**src/rtl/queue_write_arbiter_pkg.sv**
```systemverilog
// Shared definitions for the queue write arbiter: FSM encoding, default limits
// and the debug view of the arbiter state.
package queue_write_arbiter_pkg;

    typedef enum logic {
        ARB_IDLE = 1'b0,
        ARB_OWN  = 1'b1
    } arb_state_t;

    localparam int DEF_NUM_REQ   = 4;
    localparam int DEF_MAX_BURST = 2;
    localparam int MAX_NUM_REQ   = 8;

    // Fixed-width fields so the debug view does not depend on parameters.
    typedef struct packed {
        arb_state_t  state;
        logic [2:0]  rr_ptr;
        logic [2:0]  owner;
        logic [7:0]  burst_cnt;
    } arb_dbg_t;

endpackage

```
**src/rtl/rr_priority_select.sv**
```systemverilog
// Circular first-one search: finds the first set req bit starting at ptr and
// wrapping past NumReq-1 back to 0.
module rr_priority_select #(
    parameter int NumReq = 4,
    parameter int PtrW   = $clog2(NumReq)
) (
    input  logic [NumReq-1:0] req,
    input  logic [PtrW-1:0]   ptr,
    output logic              any,
    output logic [PtrW-1:0]   sel
);

    // Walk offsets from farthest to nearest so the nearest hit wins.
    always_comb begin
        int idx;
        any = |req;
        sel = '0;
        for (int k = NumReq - 1; k >= 0; k--) begin
            idx = int'(ptr) + k;
            if (idx >= NumReq) idx = idx - NumReq;
            if (req[idx]) sel = PtrW'(idx);
        end
    end

endmodule

```
**src/rtl/queue_write_arbiter.sv**
```systemverilog
// Round-robin, burst-bounded arbiter sharing one Queue write port among NumReq
// producers, tracking queue occupancy and gating the consumer pull.
module queue_write_arbiter
    import queue_write_arbiter_pkg::*;
#(
    parameter int Width        = 8,
    parameter int AddressWidth = 2,
    parameter int NumReq       = DEF_NUM_REQ,
    parameter int MaxBurst     = DEF_MAX_BURST
) (
    input  logic                     clk,
    input  logic                     rst,
    input  logic [NumReq-1:0]        req,
    input  logic [NumReq*Width-1:0]  req_data,
    output logic [NumReq-1:0]        ack,
    input  logic                     rd_req,
    output logic                     q_push,
    output logic [Width-1:0]         q_D,
    output logic                     q_pull,
    output logic [AddressWidth:0]    count,
    output logic                     empty,
    output logic                     full,
    output arb_dbg_t                 dbg
);

    localparam int PtrW  = $clog2(NumReq);
    localparam int BW    = $clog2(MaxBurst + 1);
    localparam int CW    = AddressWidth + 1;
    localparam int Depth = 1 << AddressWidth;

    arb_state_t        state, state_next;
    logic [PtrW-1:0]   rr_ptr, rr_ptr_next;
    logic [PtrW-1:0]   owner, owner_next;
    logic [BW-1:0]     burst_cnt, burst_cnt_next;
    logic [CW-1:0]     count_next;

    logic              search;
    logic [PtrW-1:0]   search_ptr;
    logic              sel_any;
    logic [PtrW-1:0]   sel;
    logic [PtrW-1:0]   grant_idx;
    logic              push_ok;

    function automatic logic [PtrW-1:0] ptr_inc(input logic [PtrW-1:0] p);
        return (p == PtrW'(NumReq - 1)) ? '0 : p + PtrW'(1);
    endfunction

    assign full    = (count == CW'(Depth));
    assign empty   = (count == '0);
    assign q_pull  = rd_req & ~empty;
    assign push_ok = ~full | q_pull;

    // An owner that dropped req is released this cycle and the search starts
    // just past it, so another requester can take the slot immediately.
    assign search     = (state == ARB_IDLE) || !req[owner];
    assign search_ptr = (state == ARB_OWN) ? ptr_inc(owner) : rr_ptr;

    rr_priority_select #(
        .NumReq (NumReq),
        .PtrW   (PtrW)
    ) u_sel (
        .req (req),
        .ptr (search_ptr),
        .any (sel_any),
        .sel (sel)
    );

    // req[i]/ack[i] form a valid/ready pair: req holds with stable data until
    // ack, and the word is pushed into the queue in the same cycle ack is high.
    always_comb begin
        state_next     = state;
        rr_ptr_next    = rr_ptr;
        owner_next     = owner;
        burst_cnt_next = burst_cnt;
        grant_idx      = owner;
        q_push         = 1'b0;

        if (search) begin
            if (state == ARB_OWN) begin
                state_next  = ARB_IDLE;
                rr_ptr_next = ptr_inc(owner);
            end
            if (sel_any && push_ok) begin
                grant_idx      = sel;
                q_push         = 1'b1;
                owner_next     = sel;
                burst_cnt_next = BW'(1);
                if (MaxBurst == 1) begin
                    state_next  = ARB_IDLE;
                    rr_ptr_next = ptr_inc(sel);
                end else begin
                    state_next  = ARB_OWN;
                end
            end
        end else if (push_ok) begin
            q_push         = 1'b1;
            burst_cnt_next = burst_cnt + BW'(1);
            if (burst_cnt_next == BW'(MaxBurst)) begin
                state_next  = ARB_IDLE;
                rr_ptr_next = ptr_inc(owner);
            end
        end
    end

    always_comb begin
        ack = '0;
        q_D = '0;
        if (q_push) begin
            ack[grant_idx] = 1'b1;
            q_D            = req_data[int'(grant_idx)*Width +: Width];
        end
    end

    assign count_next = count + CW'(q_push) - CW'(q_pull);

    always_ff @(posedge clk) begin
        if (rst) begin
            state     <= ARB_IDLE;
            rr_ptr    <= '0;
            owner     <= '0;
            burst_cnt <= '0;
            count     <= '0;
        end else begin
            state     <= state_next;
            rr_ptr    <= rr_ptr_next;
            owner     <= owner_next;
            burst_cnt <= burst_cnt_next;
            count     <= count_next;
        end
    end

    always_comb begin
        dbg           = '0;
        dbg.state     = state;
        dbg.rr_ptr    = 3'(rr_ptr);
        dbg.owner     = 3'(owner);
        dbg.burst_cnt = 8'(burst_cnt);
    end

endmodule
```
**config.mk**
```make
export PLATFORM = sky130hd
export DESIGN_NAME = queue_write_arbiter
export DESIGN_NICKNAME = d
export VERILOG_FILES = /design/src/rtl/queue_write_arbiter_pkg.sv /design/src/rtl/rr_priority_select.sv /design/src/rtl/queue_write_arbiter.sv
export SDC_FILE = /design/constraint.sdc
export NUM_CORES = 1
export LEC_CHECK = 0
export ABC_AREA = 1
export BUFFER_PORTS_ARGS = -buffer_cell sky130_fd_sc_hd__buf_4
export CORE_ASPECT_RATIO = 2
export CORE_MARGIN = 2
export CORE_UTILIZATION = 30
export CTS_CLUSTER_SIZE = 8
export DETAILED_ROUTE_END_ITERATION = 8
export GPL_TIMING_DRIVEN = 0
export PLACE_DENSITY = 0.69
export SLEW_MARGIN = 10
export SYNTH_ARGS = -nofsm -noshare
export SYNTH_HDL_FRONTEND = slang
export SYNTH_SLANG_ARGS = --single-unit
```
**constraint.sdc**
```tcl
create_clock -name clk -period 2.2 [get_ports clk]
set_clock_uncertainty 0.2 [all_clocks]
set_input_delay 0.22 -clock clk [delete_from_list [all_inputs] [get_ports clk]]
set_output_delay 0.22 -clock clk [all_outputs]
set_load 0.01 [all_outputs]
```
Word level (Yosys, flattened, before mapping)
Index checks and enable logic that the tools add are counted.
{ "totals": {"register_bits": 10, "in_bits": 39} }
{ "op_classes": {"add_sub_neg": 11, "n_lt_le_gt_ge": 11, "n_eq_ne": 4, "n_shift": 1, "muxes": 42, "n_bitwise": 5, "reduce_logical": 10} }
{ "op_table": {"columns": ["op", "count"], "rows": [
  ["$lt 32x4->1 const B", 4],
  ["$mux 32", 4],
  ["$ge 32x4->1 const B", 3],
  ["$sub 32x4->32 const B", 3],
  ["$shiftx 32x6->8", 1],
  ["$mux 2", 14],
  ["$mux 1", 16],
  ["$bmux 1 s2", 5],
  ["$mux 8", 1],
  ["$add 2x2->3 const B", 2],
  ["$lt 2x3->1 const B", 2],
  ["$add 2x1->2 const B", 2],
  ["$eq 2x2->1 const B", 2],
  ["$mux 4", 1],
  ["$reduce_and 2->1", 2],
  ["$reduce_bool 2->1", 2],
  ["$reduce_or 4->1", 1],
  ["$sub 2x3->4 const B", 1],
  ["$add 2x1->3 const B", 1],
  ["$add 3x1->3", 1],
  ["$eq 3x3->1 const B", 1],
  ["$ge 2x3->1 const B", 1],
  ["$logic_not 3->1", 1],
  ["$not 1->1", 3],
  ["other kinds (9)", 10]
]} }

Logic depth before layout (Yosys ltp)
Gate-level depths: netlist of the first run.
{ "logic_depth": {"depth_word": 20, "ltp_mapped": 19, "ltp_nobuf": 18} }

By module
From an unflattened synthesis of the first run, not the netlist that was laid out.
{ "unflattened": {"hier_cells": 232, "area_unflattened_um2": 1353.8} }
{ "by_module_without_submodules": {"columns": ["module", "instances", "cells_each", "area_each_um2", "seq_area_each_um2"], "rows": [
  ["queue_write_arbiter", 1, 186, 1164.9, 200.2],
  ["rr_priority_select", 1, 46, 188.9, 0.0]
]} }

Worst setup path after synthesis of the first run
No wires, ideal clock.
{ "synth_timing": {"kind": "reg-to-output", "start": "register owner[1]", "end": "output ack[1]", "arrival_ps": 1970, "required_time_ps": 1780, "setup_slack_ps": -190, "path_stages_with_launch": 18, "path_buffers": 1, "cell_sequence": "dfxtp_1 -> ha_1 -> inv_1 -> nand2_1 -> nand2_1 -> nand3_1 -> nand2_1 -> nand2_1 -> nand2_1 -> nand2_1 -> nand2_1 -> nand2_1 -> nand2_2 -> nand2_4 -> nand2_4 -> buf_6 -> inv_1 -> nor3_1"} }
{ "synth_between": {"elab_chain_cells": 20, "word_cells_on_any_way": 48, "cone_classes": "add/sub: 8; order compare: 6; eq/ne: 1; mux: 30; reduce/logical: 3"} }
{ "synth_lines": {"columns": ["element", "line_no", "source"], "rows": [
  ["start: declaration", "queue_write_arbiter.sv:33", "logic [PtrW-1:0] owner, owner_next;"],
  ["start signal: assignment", "queue_write_arbiter.sv:126", "owner <= owner_next;"],
  ["$add 2x1->2 or $eq 2x2->1 (tied branches)", "queue_write_arbiter.sv:45", "return (p == PtrW'(NumReq - 1)) ? '0 : p + PtrW'(1);"],
  ["$mux 2", "queue_write_arbiter.sv:45", null],
  ["$mux 2", null, null],
  ["$add 2x2->3", "rr_priority_select.sv:19", "idx = int'(ptr) + k;"],
  ["$sub 32x4->32 or $ge 32x4->1 (tied branches)", "rr_priority_select.sv:20", "if (idx >= NumReq) idx = idx - NumReq;"],
  ["$mux 32", "rr_priority_select.sv:20", null],
  ["$bmux 1 s2", "rr_priority_select.sv:21", "if (req[idx]) sel = PtrW'(idx);"],
  ["$mux 1 (implied by the code) (2 in series)", "rr_priority_select.sv:21", null],
  ["$mux 2 (4 in series)", "rr_priority_select.sv:21", null],
  ["$mux 2 (2 in series)", null, null],
  ["$lt 2x3->1 (implied by the code) or $ge 2x1->1 (tied branches)", "queue_write_arbiter.sv:109", "ack[grant_idx] = 1'b1;"],
  ["$logic_and 1x1->1 (implied by the code)", "queue_write_arbiter.sv:109", null],
  ["$mux 1 (implied by the code)", "queue_write_arbiter.sv:109", null],
  ["$demux 1 s2", "queue_write_arbiter.sv:109", null],
  ["$mux 4 *", "queue_write_arbiter.sv:108", "if (q_push) begin"],
  ["end: declaration", "queue_write_arbiter.sv:15", "output logic [NumReq-1:0] ack,"]
]} }
Mark *: on every way between the ends. The rest lies on a longest branch, timed or not. The select of a mux whose other input is x is not followed.

Final worst setup path of the first run
{ "layout_timing": {"start": "register owner[1]", "end": "output q_D[3]"} }
{ "layout_between": {"elab_chain_cells": 17, "word_cells_on_any_way": 44, "cone_classes": "add/sub: 8; order compare: 4; eq/ne: 1; shift: 1; mux: 28; reduce/logical: 2"} }
{ "layout_lines": {"columns": ["element", "line_no", "source"], "rows": [
  ["$add 2x1->2 or $eq 2x2->1 (tied branches)", "queue_write_arbiter.sv:45", null],
  ["$mux 2", "queue_write_arbiter.sv:45", null],
  ["$mux 2", null, null],
  ["$add 2x2->3", "rr_priority_select.sv:19", null],
  ["$sub 32x4->32 or $ge 32x4->1 (tied branches)", "rr_priority_select.sv:20", null],
  ["$mux 32", "rr_priority_select.sv:20", null],
  ["$bmux 1 s2", "rr_priority_select.sv:21", null],
  ["$mux 1 (implied by the code) (2 in series)", "rr_priority_select.sv:21", null],
  ["$mux 2 (4 in series)", "rr_priority_select.sv:21", null],
  ["$mux 2 (2 in series)", null, null],
  ["$shiftx 32x6->8", "queue_write_arbiter.sv:110", "q_D = req_data[int'(grant_idx)*Width +: Width];"],
  ["$mux 8 *", "queue_write_arbiter.sv:108", null],
  ["end: declaration", "queue_write_arbiter.sv:18", "output logic [Width-1:0] q_D,"]
]} }
Marked as above.

==> results of run 1 <==
power by group through the flow:
stage               Sequential (mW)  Combinational, mW  Clock [mW]
finish                        0.342               3.99       0.196
global route                  0.354               4.32       0.210
CTS                           0.339               3.54       0.201
detailed placement            0.340               3.04           0
global placement              0.338               3.01           0
floorplan                     0.346               2.06           0
per-layer routing:
metal	wire length (µm)	part of all wire (%)	up-vias	GRT usage, %
li1	-	-	890	-
met5	0	0	-	0
met1	1620	36	801	18.1
met4	92	2.0	0	7.18
met2	2570	57	67	35.4
met3	223	5.0	11	1.09
worst max-delay path, cell delays in order, from the launching register on:
cell     delay, ps
dfxtp_4        360
ha_4           260
inv_2           30
nand2_2         60
nand2_4         70
nand3_2         70
nand2_2         70
nand2_2         80
nand2_1         50
nor2_1          70
nand2_1         50
nand2_1         60
nand2_2         60
nand2_4        120
nand2_8         80
buf_6          140
nand3_2         60
nand2_2         60
nor2_2         120
nor2_2          50
buf_6          150
worst paths after layout:
| path | slack (ps) | to | from | cells past startpoint |
|---|---|---|---|---|
| setup reg to reg | -60 | count[2] | count[1] | 10 |
| hold / removal | 150 | owner[0] | rst | 2 |
| hold reg to reg | 290 | burst_cnt[1] | burst_cnt[1] | 2 |
| setup / recovery | -550 | q_D[3] | owner[1] | 20 |
placed cells by master (no fill, tap or decap), types with 4 or more instances in the layout:
cell type  instances
nand2_1           40
clkbuf_8           4
nand2_2           20
nand4_1           17
conb_1             8
nor2_2            16
nor3_2             4
nand2_4            6
a21oi_1            4
buf_4             79
dfxtp_1            7
nor2_1            10
buf_6             11
nand3_1           20
inv_1             22
nand3_2           12
flip-flops by register name, indices dropped and copies added (netlist names):
register / count
count: 3
burst_cnt: 2
owner: 2
rr_ptr: 2
state: 1
layout make-up:
type / count / area (µm²) / area share (%)
Multi-Input combinational cell: 176 / 1100 / 48.1
Timing Repair Buffer: 77 / 613 / 26.9
Sequential cell: 10 / 211 / 9.27
Buffer: 18 / 150 / 6.58
Inverter: 26 / 100 / 4.39
Tap cell: 52 / 65.1 / 2.85
Clock buffer: 4 / 45.0 / 1.97
stage by stage:
stage                     instances  hold WS [ps]  power, mW  TNS, ps
after floorplan                 229           302       2.41     -510
after global placement          344           274       3.34    -4320
after detailed placement        344           275       3.38    -4690
after CTS                       359           161       4.08    -6440
after global routing            363           200       4.89    -8150
final                           363           149       4.53    -6060
kinds of logic (layout without fill, tap and decap cells):
| kind of cell | Yosys count | count (layout) | share of synthesized area, % |
|---|---|---|---|
| compound gates | 11 | 11 | 5.21 |
| buf+inv | 44 | 125 | 17.6 |
| simple gates | 149 | 150 | 54.3 |
| xor+xnor | 2 | 2 | 1.38 |
| flops | 10 | 10 | 15.7 |
| other cells | 1 | 8 | 0.295 |
| fa+ha+maj | 5 | 5 | 5.51 |
repair_timing:
action,4_1_cts,5_1_grt
pin swaps,27,24
buffers inserted,9,4
gates resized for setup,26,29
gates cloned,2,0
endpoints found under the setup margin,14,15
==> flow_summary_export.csv, run 1 <==
group,metric,value,unit
place,placed_cell_area,0.00193,mm²
min_path,hold_path.class,"in -> reg",
clocking,cts_tree,"done",
outcome,outcome,"complete, but fails checks",
timing,rsz0062_at_grt,"yes",
detailed_routing,ant_nets,0,
layout,area_growth,79.4,%
yosys,syn-instance-count,222,
power_and_ir_drop,power.density,1980,mW/mm²
floorplan,dieArea,0.00481,mm²
clocking,root_buffer,"clkbuf_8",
timing,min_period,2750,ps
grt,grt-ovfl-total,0,
grt,antenna_found_initial,0,
detailed_routing,vias,1769,
floorplan,ios,73,
clocking,cts.sink_count,10,
clocking,cts_buffers,3,
critical_path,crit_type,"reg -> out",
power_and_ir_drop,ir_drop,1.75,mV
critical_path,crit_path_max_fanout,6,
power_and_ir_drop,sw_frac_of_total,50.2,%
power_and_ir_drop,p_seq_share,7.6,%
floorplan,fp.dieW,50.1,µm
grt,grtUsageTotal,17.6,%
clocking,hold_buffers,0,
clocking,htreeDepth,1,
power_and_ir_drop,p_clk_share,4.3,%
detailed_routing,wl_per_cell,12.4,µm
layout,final_nets,356,
outcome,failed_checks,"negative setup slack",
yosys,synth_ff_type,"dfxtp_1",
power_and_ir_drop,p_leak,1.20,nW
grt,grt_first_pass_wirelength,6.85,mm
clocking,clockBufferDepth,2,
timing,fmax,0.364,GHz
timing,setup_slack,-548,ps
yosys,yosysMostFrequentCell,"nand2_1",
layout,n_fill_cell,407,
floorplan,start_util,31.1,%
yosys,synth_top_area_cell,"nand2_1",
yosys,yosys_warnings,0,
timing,period_share,125,%
power_and_ir_drop,comb_power_share,88.1,%
clocking,clkLatencyLatePin,240,ps
timing,finalHoldViolCount,0,
yosys,ys_top_cells_by_count,"nand2_1 (57), nand3_1 (32), nor2_1 (27)",
place,port_buffers,63,
power_and_ir_drop,p_int,2.26,mW
layout,final_util,55.8,%
floorplan,die_h,96.1,µm
floorplan,rows,33,
layout,diodes,0,
critical_path,worstPathArrival,2330,ps
grt,grt_max_degree,11,
power_and_ir_drop,p_switching,2.27,mW
yosys,synth-edff-count,0,
clocking,cts.clk_slew.worst_paths,50,ps
place,dp_hpwl,3.27,mm
yosys,synth-async-reset-ratio,0,%
grt,grt_pass1_vias,1626,
floorplan,core_area,0.00409,mm²
yosys,synth.distinct_cells,25,
layout,final_cell_area,0.00228,mm²
timing,tightest_slew,699,ps
detailed_routing,drt_iter0_drc,28,
layout,drive_above_1_share,53.4,%
critical_path,cp-end-kind,"output port",
timing,finalSetupViolations,13,
critical_path,cp.required,1780,ps
yosys,synthesis.area,0.00127,mm²
yosys,ys_ff_latch,10,
yosys,yosysSeqAreaShare,15.7,%
place,pre_cts_ws,-445,ps
detailed_routing,avgViaCountPerCell,4.87,
detailed_routing,dr.pass1.iters,6,
yosys,synthTopCellsByArea,"nand2_1 (17%), dfxtp_1 (16%), nand3_1 (13%)",
yosys,yosysTopAreaCellShare,16.8,%
timing,relSlewSlack,53.4,%
yosys,syn_avg_cell_area,5.73,µm²
timing,drv_slew,0,
detailed_routing,drc,0,
job,maxCapViolations,0,
detailed_routing,finalWirelength,4.50,mm
place,gp_congestion,0.767,
critical_path,cp-start-kind,"flip-flop",
(Power assumes the default switching activity.)
==> run 2, diff against run 1 <==
--- a/config.mk
+++ b/config.mk
@@ -7,14 +7,15 @@
 export LEC_CHECK = 0
 export ABC_AREA = 1
 export BUFFER_PORTS_ARGS = -buffer_cell sky130_fd_sc_hd__buf_4
+export CELL_PAD_IN_SITES_DETAIL_PLACEMENT = 0
+export CELL_PAD_IN_SITES_GLOBAL_PLACEMENT = 1
 export CORE_ASPECT_RATIO = 2
 export CORE_MARGIN = 2
-export CORE_UTILIZATION = 30
+export CORE_UTILIZATION = 25
 export CTS_CLUSTER_SIZE = 8
 export DETAILED_ROUTE_END_ITERATION = 8
 export GPL_TIMING_DRIVEN = 0
-export PLACE_DENSITY = 0.69
-export SLEW_MARGIN = 10
+export PLACE_DENSITY = 0.84
 export SYNTH_ARGS = -nofsm -noshare
 export SYNTH_HDL_FRONTEND = slang
 export SYNTH_SLANG_ARGS = --single-unit
==> run 2 against run 1 <==
Compared with the run above:
- combinational power grew 15%
- sequential power shrank 1%
- fmax shrank 4.3%
- count of clock-buffer cells in the layout is the same
- total power grew 14%
- global-route usage shrank 0.83 points
- critical endpoint is now q_D[5]
- sequential share of layout area shrank 0.86 points
- register-to-register slack lost 40 ps
- setup slack lost 120 ps
- clock power grew 14%
- the run still ends with negative setup slack left
- highest routed layer unchanged
- non-clock buffer count grew 6
==> flow_summary_export.csv, run 2 (synthesized netlist as in run 1, its figures left out) <==
group,metric,value,unit
power_and_ir_drop,ir_drop,1.38,mV
grt,grt_max_degree,11,
detailed_routing,avgViaCountPerCell,4.75,
timing,min_period,2870,ps
critical_path,reg2reg_to,"owner[0]",
floorplan,ios,73,
critical_path,crit_start,"owner[0]",
min_path,min_to,"count[2]",
grt,grt-ovfl-total,0,
critical_path,cp-end-kind,"output port",
layout,largest_reg_flops,3,
layout,final_nets,361,
critical_path,worst_r2r_startpoint,"owner[0]",
place,dp_hpwl,3.49,mm
clocking,cts_buffers,3,
critical_path,cp-start-kind,"flip-flop",
outcome,failed_checks,"negative setup slack",
timing,relSlewSlack,53.1,%
floorplan,core_area,0.00491,mm²
layout,drive_above_1_share,56.0,%
detailed_routing,drc,0,
layout,regMostFlops,"count",
timing,setup_tns,-7820,ps
clocking,root_buffer,"clkbuf_8",
layout,area_growth,95.4,%
grt,antenna_found_initial,0,
timing,drv_slew,0,
min_path,hold_path.startpoint,"rst",
place,gp_congestion,0.754,
timing,period_share,131,%
critical_path,rr_worst_depth,18,
timing,finalHoldViolCount,0,
grt,grt_first_pass_wirelength,7.43,mm
detailed_routing,dr.pass1.iters,4,
detailed_routing,ant_nets,0,
min_path,hold_path.class,"in -> reg",
timing,finalSetupViolations,15,
critical_path,r2r_slack,-100,ps
place,pre_cts_ws,-446,ps
grt,grtUsageTotal,16.8,%
floorplan,dieArea,0.00571,mm²
clocking,htreeDepth,1,
min_path,hold_depth,2,
timing,tightest_slew,704,ps
grt,grt_pass1_vias,1702,
clocking,cts.sink_count,10,
floorplan,fp.dieW,54.4,µm
critical_path,cp.required,1780,ps
power_and_ir_drop,p_leak,1.29,nW
clocking,hold_buffers,0,
floorplan,die_h,105,µm
detailed_routing,finalWirelength,4.74,mm
place,port_buffers,63,
floorplan,rows,36,
timing,rsz0062_at_grt,"yes",
layout,most-common-layout-cells,"buf_4 (83), nand2_1 (36), inv_1 (22)",
critical_path,crit_path_max_fanout,7,
power_and_ir_drop,power.density,2070,mW/mm²
clocking,cts_tree,"done",
layout,diodes,0,
timing,fmax,0.348,GHz
critical_path,worstPathArrival,2450,ps
critical_path,crit_type,"reg -> out",
outcome,outcome,"complete, but fails checks",
floorplan,start_util,25.9,%
clocking,cts.clk_slew.worst_paths,50,ps
detailed_routing,drt_iter0_drc,31,
power_and_ir_drop,p_total,5.15,mW
layout,layout_commonest_cell,"buf_4",
detailed_routing,vias,1771,
detailed_routing,wl_per_cell,12.7,µm
timing,setup_slack,-671,ps
clocking,clockBufferDepth,2,
job,maxCapViolations,0,
clocking,clkLatencyLatePin,230,ps
==> run 2: power breakdown <==
group | switching (mW) | internal, mW | total (mW)
logic | 2.28 | 2.30 | 4.58
clock network | 0.0664 | 0.157 | 0.223
registers | 0.0843 | 0.253 | 0.337
total | 2.44 | 2.71 | 5.15
==> run 2: timing repair <==
| action | in CTS | in global routing |
|---|---|---|
| pin swaps | 18 | 29 |
| resized for setup | 34 | 44 |
| setup buffers | 11 | 6 |
| gates cloned | 2 | 1 |
| endpoints found under the setup margin | 14 | 16 |
==> run 2: cell type report <==
cell class / instances / area (µm²)
buffer: 18 / 163
tap: 57 / 71.3
sequential: 10 / 209
inverter: 26 / 100
timing repair buffer: 83 / 704
fill: 509 / 2420
multi-input combinational: 175 / 1180
clock buffer: 4 / 55.1
==> run 2: worst max-delay path, cell delays in order, from the launching register on <==
cell and delay (ps):
dfxtp_4 360, ha_4 170, nor2_4 110, nand2_4 130, nand2_8 140, nand2_4 60
nand2_4 70, nand2_2 70, nand3_1 80, nand2_1 50, nand2_1 70, nand2_2 70
nand2_4 90, buf_12 110, nand2_8 60, buf_8 150, nand3_1 60, nand2_1 60
nor2_2 100, nor2_2 40, buf_4 170
==> run 2: worst max path at each step <==
stage,endpoint,slack (ps),cells after the start
floorplan,q_D[4],-60,19
global placement,q_D[6],-440,19
detailed placement,q_D[6],-450,19
CTS,q_D[5],-620,21
global route,q_D[5],-850,20
finish,q_D[5],-670,20
==> run 2: metrics by stage <==
stage	util [%]	area (µm²)	hold slack, ps	instances
detailed placement	39.4	1940	290	349
CTS	46.1	2260	175	366
finish	50.6	2490	151	373
global route	50.6	2490	180	373
floorplan	-	1390	302	229
global placement	39.4	1940	271	349
==> run 2: metal layers <==
| metal | track usage (%) | vias to the layer above | wire length (µm) |
|---|---|---|---|
| met3 | 1.14 | 8 | 161 |
| met1 | 18.6 | 815 | 1650 |
| li1 | - | 899 | - |
| met5 | 0 | - | 0 |
| met2 | 31.0 | 49 | 2830 |
| met4 | 6.07 | 0 | 96 |
==> run 3, diff against run 2 <==
--- a/config.mk
+++ b/config.mk
@@ -15,7 +15,7 @@
 export CTS_CLUSTER_SIZE = 8
 export DETAILED_ROUTE_END_ITERATION = 8
 export GPL_TIMING_DRIVEN = 0
-export PLACE_DENSITY = 0.84
+export PLACE_DENSITY_LB_ADDON = 0.1
 export SYNTH_ARGS = -nofsm -noshare
 export SYNTH_HDL_FRONTEND = slang
 export SYNTH_SLANG_ARGS = --single-unit
==> run 3 against run 2 <==
Compared with the run above:
- the run still ends with negative setup slack left
- count of clock-buffer cells in the layout unchanged
- non-clock buffer count decreased by 7
- cell area decreased by 7.4%
- routed wire length decreased by 0.44%
- sequential cell count unchanged
==> flow_summary_export.csv, run 3 (synthesized netlist as in run 1, its figures left out) <==
group,metric,value,unit
timing,setup_tns,-6380,ps
floorplan,rows,36,
timing,setup_slack,-577,ps
floorplan,ios,73,
layout,area_growth,80.8,%
floorplan,fp.dieW,54.4,µm
layout,most-common-layout-cells,"buf_4 (80), nand2_1 (38), inv_1 (22), nand3_1 (22), nand2_2 (21)",
timing,finalSetupViolations,15,
place,placed_cell_area,0.00194,mm²
place,gp_congestion,0.764,
detailed_routing,vias,1740,
detailed_routing,finalWirelength,4.72,mm
clocking,hold_buffers,0,
clocking,htreeDepth,1,
grt,grt-ovfl-total,0,
outcome,outcome,"complete, but fails checks",
clocking,root_buffer,"clkbuf_8",
place,port_buffers,63,
job,maxCapViolations,0,
min_path,hold_path.class,"in -> reg",
clocking,cts_buffers,3,
detailed_routing,wl_per_cell,12.9,µm
floorplan,start_util,25.9,%
critical_path,cp.required,1780,ps
floorplan,dieArea,0.00571,mm²
layout,drive_above_1_share,53.9,%
layout,regMostFlops,"count",
clocking,cts_tree,"done",
timing,holdWs,165,ps
clocking,clockBufferDepth,2,
grt,grt_pass1_vias,1736,
timing,drv_slew,0,
detailed_routing,ant_nets,0,
grt,grtUsageTotal,17.1,%
timing,finalHoldViolCount,0,
critical_path,crit_path_max_fanout,6,
layout,diodes,0,
layout,final_nets,355,
timing,rsz0062_at_grt,"yes",
detailed_routing,drt_iter0_drc,49,
place,pre_cts_ws,-485,ps
layout,layout_commonest_cell,"buf_4",
clocking,cts.sink_count,10,
timing,min_period,2780,ps
floorplan,core_area,0.00491,mm²
layout,largest_reg_flops,3,
critical_path,cp-start-kind,"flip-flop",
layout,final_cell_area,0.00230,mm²
critical_path,worstPathArrival,2360,ps
detailed_routing,dr.pass1.iters,4,
power_and_ir_drop,p_total,4.56,mW
critical_path,cp-end-kind,"output port",
clocking,clkLatencyLatePin,230,ps
power_and_ir_drop,power.density,1980,mW/mm²
place,dp_hpwl,3.60,mm
detailed_routing,drc,0,
power_and_ir_drop,p_leak,1.20,nW
clocking,cts.clk_slew.worst_paths,50,ps
critical_path,crit_type,"reg -> out",
floorplan,die_h,105,µm
detailed_routing,avgViaCountPerCell,4.74,
timing,fmax,0.360,GHz
outcome,failed_checks,"negative setup slack",
power_and_ir_drop,ir_drop,1.29,mV
grt,antenna_found_initial,0,
grt,grt_max_degree,11,
grt,grt_first_pass_wirelength,7.62,mm
timing,period_share,126,%
-- run 3: cell types whose count changed in the layout (fill, tap and decap cells not counted), sizes merged --
cell / before / now
clkbuf: 7 / 8
nand2: 66 / 67
buf: 98 / 90
-- run 3: area by class of cell --
class | count | area, µm²
flip-flops and latches | 10 | 209
inverters | 26 | 103
plain buffers | 18 | 155
clock buffers | 4 | 55.1
fillers | 528 | 2610
repair buffers | 76 | 593
well taps | 57 | 71.3
multi-input cells | 176 | 1110
-- run 3: power breakdown --
| part | switching, mW | internal (mW) |
|---|---|---|
| registers | 0.0834 | 0.253 |
| clock network | 0.0679 | 0.157 |
| logic | 2.14 | 1.86 |
-- run 3: layer usage --
layer  part of all wire (%)  vias up  GRT usage (%)
li1                       -      892              -
met1                     37      796           19.0
met2                     57       48           32.6
met3                    4.2        4           1.86
met4                    1.0        0           3.21
met5                      0        -              0
-- run 3: final timing paths --
kind | cells past startpoint | endpoint | start | slack, ps
max | 20 | q_D[4] | owner[0] | -580
min | 2 | count[0] | rst | 170
max reg2reg | 10 | count[2] | count[1] | -160
min reg2reg | 2 | burst_cnt[1] | burst_cnt[1] | 300
-- run 3: through the flow --
step	std cells	util, %
2_1_floorplan	229	-
3_3_place_gp	349	39.4
3_5_place_dp	349	39.4
4_1_cts	365	45.0
5_1_grt	367	46.9
6_report	367	46.9
-- run 3: critical path, cell delays in order (launching register included) --
cell and delay [ps]:
dfxtp_4 350, ha_4 270, inv_2 30, nand2_2 60, nand2_4 70, nand3_2 70, nand2_2 60, nand2_2 70
nand2_1 50, nor2_1 90, nand2_1 50, nand2_1 60, nand2_2 60, nand2_4 120, nand2_8 90, buf_6 150
nand3_2 50, nand2_1 50, nor2_1 140, nor2_2 60, buf_4 150
-- run 3: repair_timing --
item | CTS | global route
gates resized for setup | 36 | 26
gates cloned | 2 | 0
endpoints found under the setup margin | 15 | 16
setup buffers | 10 | 2
endpoints found under the hold margin | 0 | 0
pin swaps | 10 | 8
